$ cat config.mk
export PLATFORM = sky130hd
export DESIGN_NAME = reg_wb_queue
export DESIGN_NICKNAME = d
export VERILOG_FILES = /design/src/rtl/reg_wb_queue.sv
export SDC_FILE = /design/constraint.sdc
export NUM_CORES = 1
export LEC_CHECK = 0
export ABC_CLOCK_PERIOD_IN_PS = 10100
export BUFFER_PORTS_ARGS = -buffer_cell sky130_fd_sc_hd__buf_2
export CAP_MARGIN = 40
export CORE_MARGIN = 2
export CORE_UTILIZATION = 50
export DETAILED_ROUTE_END_ITERATION = 8
export PLACE_DENSITY = 0.79
export SYNTH_ARGS = -nofsm -noshare
export SYNTH_HDL_FRONTEND = slang
export SYNTH_SLANG_ARGS = --single-unit
$ cat constraint.sdc
create_clock -name CLK -period 10.1 [get_ports CLK]
set_clock_uncertainty 0.05 [all_clocks]
set_input_delay 1.01 -clock CLK [delete_from_list [all_inputs] [get_ports CLK]]
set_output_delay 1.01 -clock CLK [all_outputs]
set_load 0.05 [all_outputs]
$ cat src/rtl/reg_wb_queue.sv
// Register-file write-port driver: merges ALU and load results into an
// in-order FIFO and issues one register write per enabled CPU cycle.
module reg_wb_queue #(
    parameter int DEPTH = 4
) (
    input  logic                     CLK,
    input  logic                     RST,
    input  logic                     clk_cpu,
    input  logic                     alu_valid,
    output logic                     alu_ready,
    input  logic [4:0]               alu_rd,
    input  logic [31:0]              alu_data,
    input  logic                     mem_valid,
    output logic                     mem_ready,
    input  logic [4:0]               mem_rd,
    input  logic [31:0]              mem_data,
    output logic                     LdR,
    output logic [4:0]               RD,
    output logic [31:0]              DataR,
    output logic [31:0]              pend_mask,
    output logic [$clog2(DEPTH):0]   count
);

    localparam int AW = $clog2(DEPTH);
    localparam int CW = AW + 1;

    logic [4:0]    rd_q   [DEPTH];
    logic [31:0]   data_q [DEPTH];
    logic [AW-1:0] wr_ptr_q, wr_ptr_d;
    logic [AW-1:0] rd_ptr_q, rd_ptr_d;
    logic [CW-1:0] count_q, count_d;
    logic          ldr_q;
    logic [4:0]    rdo_q;
    logic [31:0]   datar_q;

    logic          alu_acc;
    logic          alu_push;
    logic          mem_push;
    logic          pop;
    logic [CW:0]   occ_after_alu;
    logic [AW-1:0] mem_slot;

    // Readiness only looks at occupancy at the start of the cycle.
    assign alu_ready     = count_q < CW'(DEPTH);
    assign alu_acc       = alu_valid && alu_ready;
    assign occ_after_alu = {1'b0, count_q} + {{CW{1'b0}}, alu_acc};
    assign mem_ready     = occ_after_alu < (CW+1)'(DEPTH);

    assign alu_push = alu_acc && (alu_rd != 5'd0);
    assign mem_push = mem_valid && mem_ready && (mem_rd != 5'd0);
    assign pop      = clk_cpu && (count_q != '0);
    assign mem_slot = wr_ptr_q + AW'(alu_push);

    assign count_d  = count_q + CW'(alu_push) + CW'(mem_push) - CW'(pop);
    assign wr_ptr_d = wr_ptr_q + AW'(alu_push) + AW'(mem_push);
    assign rd_ptr_d = rd_ptr_q + AW'(pop);

    always_ff @(posedge CLK or posedge RST) begin
        if (RST) begin
            wr_ptr_q <= '0;
            rd_ptr_q <= '0;
            count_q  <= '0;
            ldr_q    <= 1'b0;
            rdo_q    <= '0;
            datar_q  <= '0;
            for (int i = 0; i < DEPTH; i++) begin
                rd_q[i]   <= '0;
                data_q[i] <= '0;
            end
        end else begin
            wr_ptr_q <= wr_ptr_d;
            rd_ptr_q <= rd_ptr_d;
            count_q  <= count_d;
            if (alu_push) begin
                rd_q[wr_ptr_q]   <= alu_rd;
                data_q[wr_ptr_q] <= alu_data;
            end
            if (mem_push) begin
                rd_q[mem_slot]   <= mem_rd;
                data_q[mem_slot] <= mem_data;
            end
            if (pop) begin
                ldr_q   <= 1'b1;
                rdo_q   <= rd_q[rd_ptr_q];
                datar_q <= data_q[rd_ptr_q];
            end else if (clk_cpu) begin
                ldr_q <= 1'b0;
            end
        end
    end

    always_comb begin
        logic [AW-1:0] idx;
        idx       = '0;
        pend_mask = '0;
        for (int i = 0; i < DEPTH; i++) begin
            idx = rd_ptr_q + AW'(i);
            if (CW'(i) < count_q) pend_mask[rd_q[idx]] = 1'b1;
        end
        if (ldr_q) pend_mask[rdo_q] = 1'b1;
        pend_mask[0] = 1'b0;
    end

    assign LdR   = ldr_q;
    assign RD    = rdo_q;
    assign DataR = datar_q;
    assign count = count_q;

endmodule

==> flow_summary_export.csv <==
group,metric,value,unit
placed_design,dp_cells,1306,
status,status,"finished, final reports clean",
synthesis,seq_area_frac_synth,40.16,%
floorplanning,core_area,23540,µm²
layout,final_nets,1094,
synthesis,synth_edf_count,0,
synthesis,synthesis.area,12030,µm²
cts,htree_levels,4,
routing,vias,8270,
floorplanning,ios,154,
cts,cts_root_buf,"clkbuf_16",
sta,rsz0062_at_grt,"false",
sta,timing.final.hold_violations,0,
synthesis,syn-instance-count,885,
worst_setup_path,startpoint_type,"register",
cts,cts.sinks,193,
sta,fin_setup_tns,0,ns
routing,antenna_left,0,
grt,grt_first_pass_wirelength,48780,µm
sta,max_freq,0.1971,GHz
worst_setup_path,worst-endpoint-arrival,4.01,ns
synthesis,synth-main-ff-cell,"dfrtp_1",
synthesis,synthXorXnorAreaFrac,0.2913,%
placed_design,port_buffers,152,
routing,first_pass_iters,5,
synthesis,synthAdderAreaFrac,1.061,%
cts,clk_latency,0.43,ns
grt,grt_pass1_vias,8721,
routing,drtIter0Drc,628,
sta,report.final.slew_viol_count,0,
sta,period_share,50.23,%
cts,cts_buffer_depth,2,
floorplanning,row_count,56,
floorplanning,die_w,159.1,µm
synthesis,synthMuxAreaShare,41.51,%
routing,route.detailed.drc,0,
sta,setup-violations-final,0,
synthesis,ys_ff_latch,193,
cts,cts_buffers,17,
synthesis,yosys_warnings,0,
placed_design,dp_hpwl,20530,µm
synthesis,synth-simple-area-share,7.969,%
layout,stdcell_count,1340,
sta,slew_headroom,32.00,%
worst_setup_path,r2r_start,"count[2]$_DFF_PP0_",
sta,max_slew.worst_pin.slew,1.006,ns
layout,area_growth,12.59,%
placed_design,gp_congestion,1.011,
grt,grt-ovfl-total,0,
cts,path_clk_slew,0.07,ns
cts,post_cts_buffers,0,
job,maxCapViolCount,0,
routing,routedWlPerCell,22.62,µm
worst_setup_path,cp-startpoint,"rd_ptr_q[1]$_DFF_PP0_",
floorplanning,dieArea,25310,µm²
grt,antenna_found_initial,7,
synthesis,synthDistinctLibCells,56,
grt,grt_use_total,24.24,%
synthesis,syn_area_per_cell,13.59,µm²
floorplanning,die_h,159.1,µm
routing,wl,30310,µm
synthesis,synth-compound-area-share,4.744,%
synthesis,async_flop_share,100.0,%
worst_setup_path,worstSetupPathType,"register to output port",
grt,grt_max_degree,118,
sta,finalCriticalPeriod,5.074,ns
cts,cts_hold_buf,0,
worst_setup_path,crit_fanout,31,
min_path,min_from,"DataR[7]$_DFFE_PP0P_",
routing,viasPerCell,6.172,
worst_setup_path,required,9.04,ns
synthesis,synth_top_family_by_area,"multiplexers",
worst_setup_path,end_kind,"output port",
cts,cts.repair.resized,0,
min_path,min_path_type,"register to register",
synthesis,synth_nets,973,
floorplanning,start_util,51.08,%
layout,final_layout_size_suffix_gt1_share,56.13,%
cts,cts_tree,"done",
## cells in the mapped netlist (4+ instances only)
master	number	share of area, %
mux4_2	43	8.1
buf_4	7	0.44
and2_1	7	0.36
mux4_1	9	2.0
ha_1	7	0.73
nor2b_1	16	0.83
a32oi_1	29	2.1
clkbuf_1	22	0.69
inv_1	9	0.28
and4bb_2	5	0.52
nor2_1	11	0.34
mux2_1	33	3.1
nand4_1	8	0.42
mux2_4	10	1.2
buf_6	21	2.0
nand2_1	21	0.66
buf_2	12	0.50
and4b_1	4	0.33
nand3_1	51	2.1
a22oi_1	25	1.6
mux2_2	290	27
nor4b_2	6	0.75
dfrtp_1	193	40
## metal layers
metal	GRT usage [%]	vias to the layer above	wire (µm)
met3	5.809	68	1966
met1	30.89	4200	12530
met2	40.99	335	15060
met4	7.727	8	695
met5	0	-	59
li1	-	3659	-
## through the flow
stage	setup WS, ns	hold slack [ns]	utilization, %	instance area, µm²
global placement	5.691	0.4343	54.47	12820
finish	5.026	0.4507	57.51	13540
floorplan	3.784	0.4510	-	12030
CTS	5.105	0.4543	57.49	13540
detailed placement	5.580	0.4373	54.86	12910
global route	4.877	0.4708	57.50	13540
## worst paths after layout
check | end | slack, ns | depth (start not counted)
max in group asynchronous | rd_q[14]$_DFF_PP0_ | 8.14 | 4
hold / removal | DataR[7]$_DFFE_PP0P_ | 0.45 | 1
hold reg to reg | DataR[7]$_DFFE_PP0P_ | 0.45 | 1
min in group asynchronous | data_q[33]$_DFF_PP0_ | 0.70 | 2
setup reg to reg | data_q[12]$_DFF_PP0_ | 6.87 | 7
setup / recovery | pend_mask[1] | 5.03 | 6
## state kept, by name (all words and copies together) (netlist names)
signal and cells:
data_q 128, DataR 32, rd_q 20, RD 5, count 3, rd_ptr_q 2
wr_ptr_q 2, LdR 1
## critical path, cell delays in order (launching register included)
cell,delay (ns)
dfrtp_2,0.79
buf_4,0.50
mux4_1,0.76
nor4b_1,0.87
a22oi_1,0.22
nand3_1,0.13
buf_2,0.26
## layout by cell type, fill, tap and decap left out, drive strengths merged, types with 2 or more instances in the layout
cell / instances
and4b: 4
nor4: 2
fa: 2
xnor2: 3
and4bb: 5
buf: 169
nor2b: 16
and3: 2
diode: 2
nand4: 8
nand2: 21
mux2: 333
nor4b: 7
nor3: 3
bufinv: 3
o2111ai: 2
nand3: 52
clkinvlp: 4
and2: 9
mux4: 52
clkbuf: 17
nor2: 11
nand3b: 2
a32oi: 29
a22oi: 25
nor3b: 5
or4: 2
dfrtp: 193
ha: 7
inv: 18
and3b: 2
## cell families after synthesis
| family | after synthesis |
|---|---|
| adder cells (fa/ha/maj) | 9 |
| multiplexers | 385 |
| AO/OA/AOI/OAI | 63 |
| other | 1 |
| XOR/XNOR | 4 |
| AND/OR/NAND/NOR | 153 |
| buffers and inverters | 77 |
| flip-flops | 193 |
## area by class of cell
cell class	instances	area (µm²)
diodes	2	5.005
clock buffers	17	425.4
clock inverters	15	195.2
fillers	1897	10000
inverters	10	45.04
multi-input cells	615	6703
flip-flops and latches	193	4835
well taps	319	399.1
repair buffers	169	933.4
Power is not shown: default switching activity piles up to over one toggle a cycle in this logic, so the estimate is an artifact.
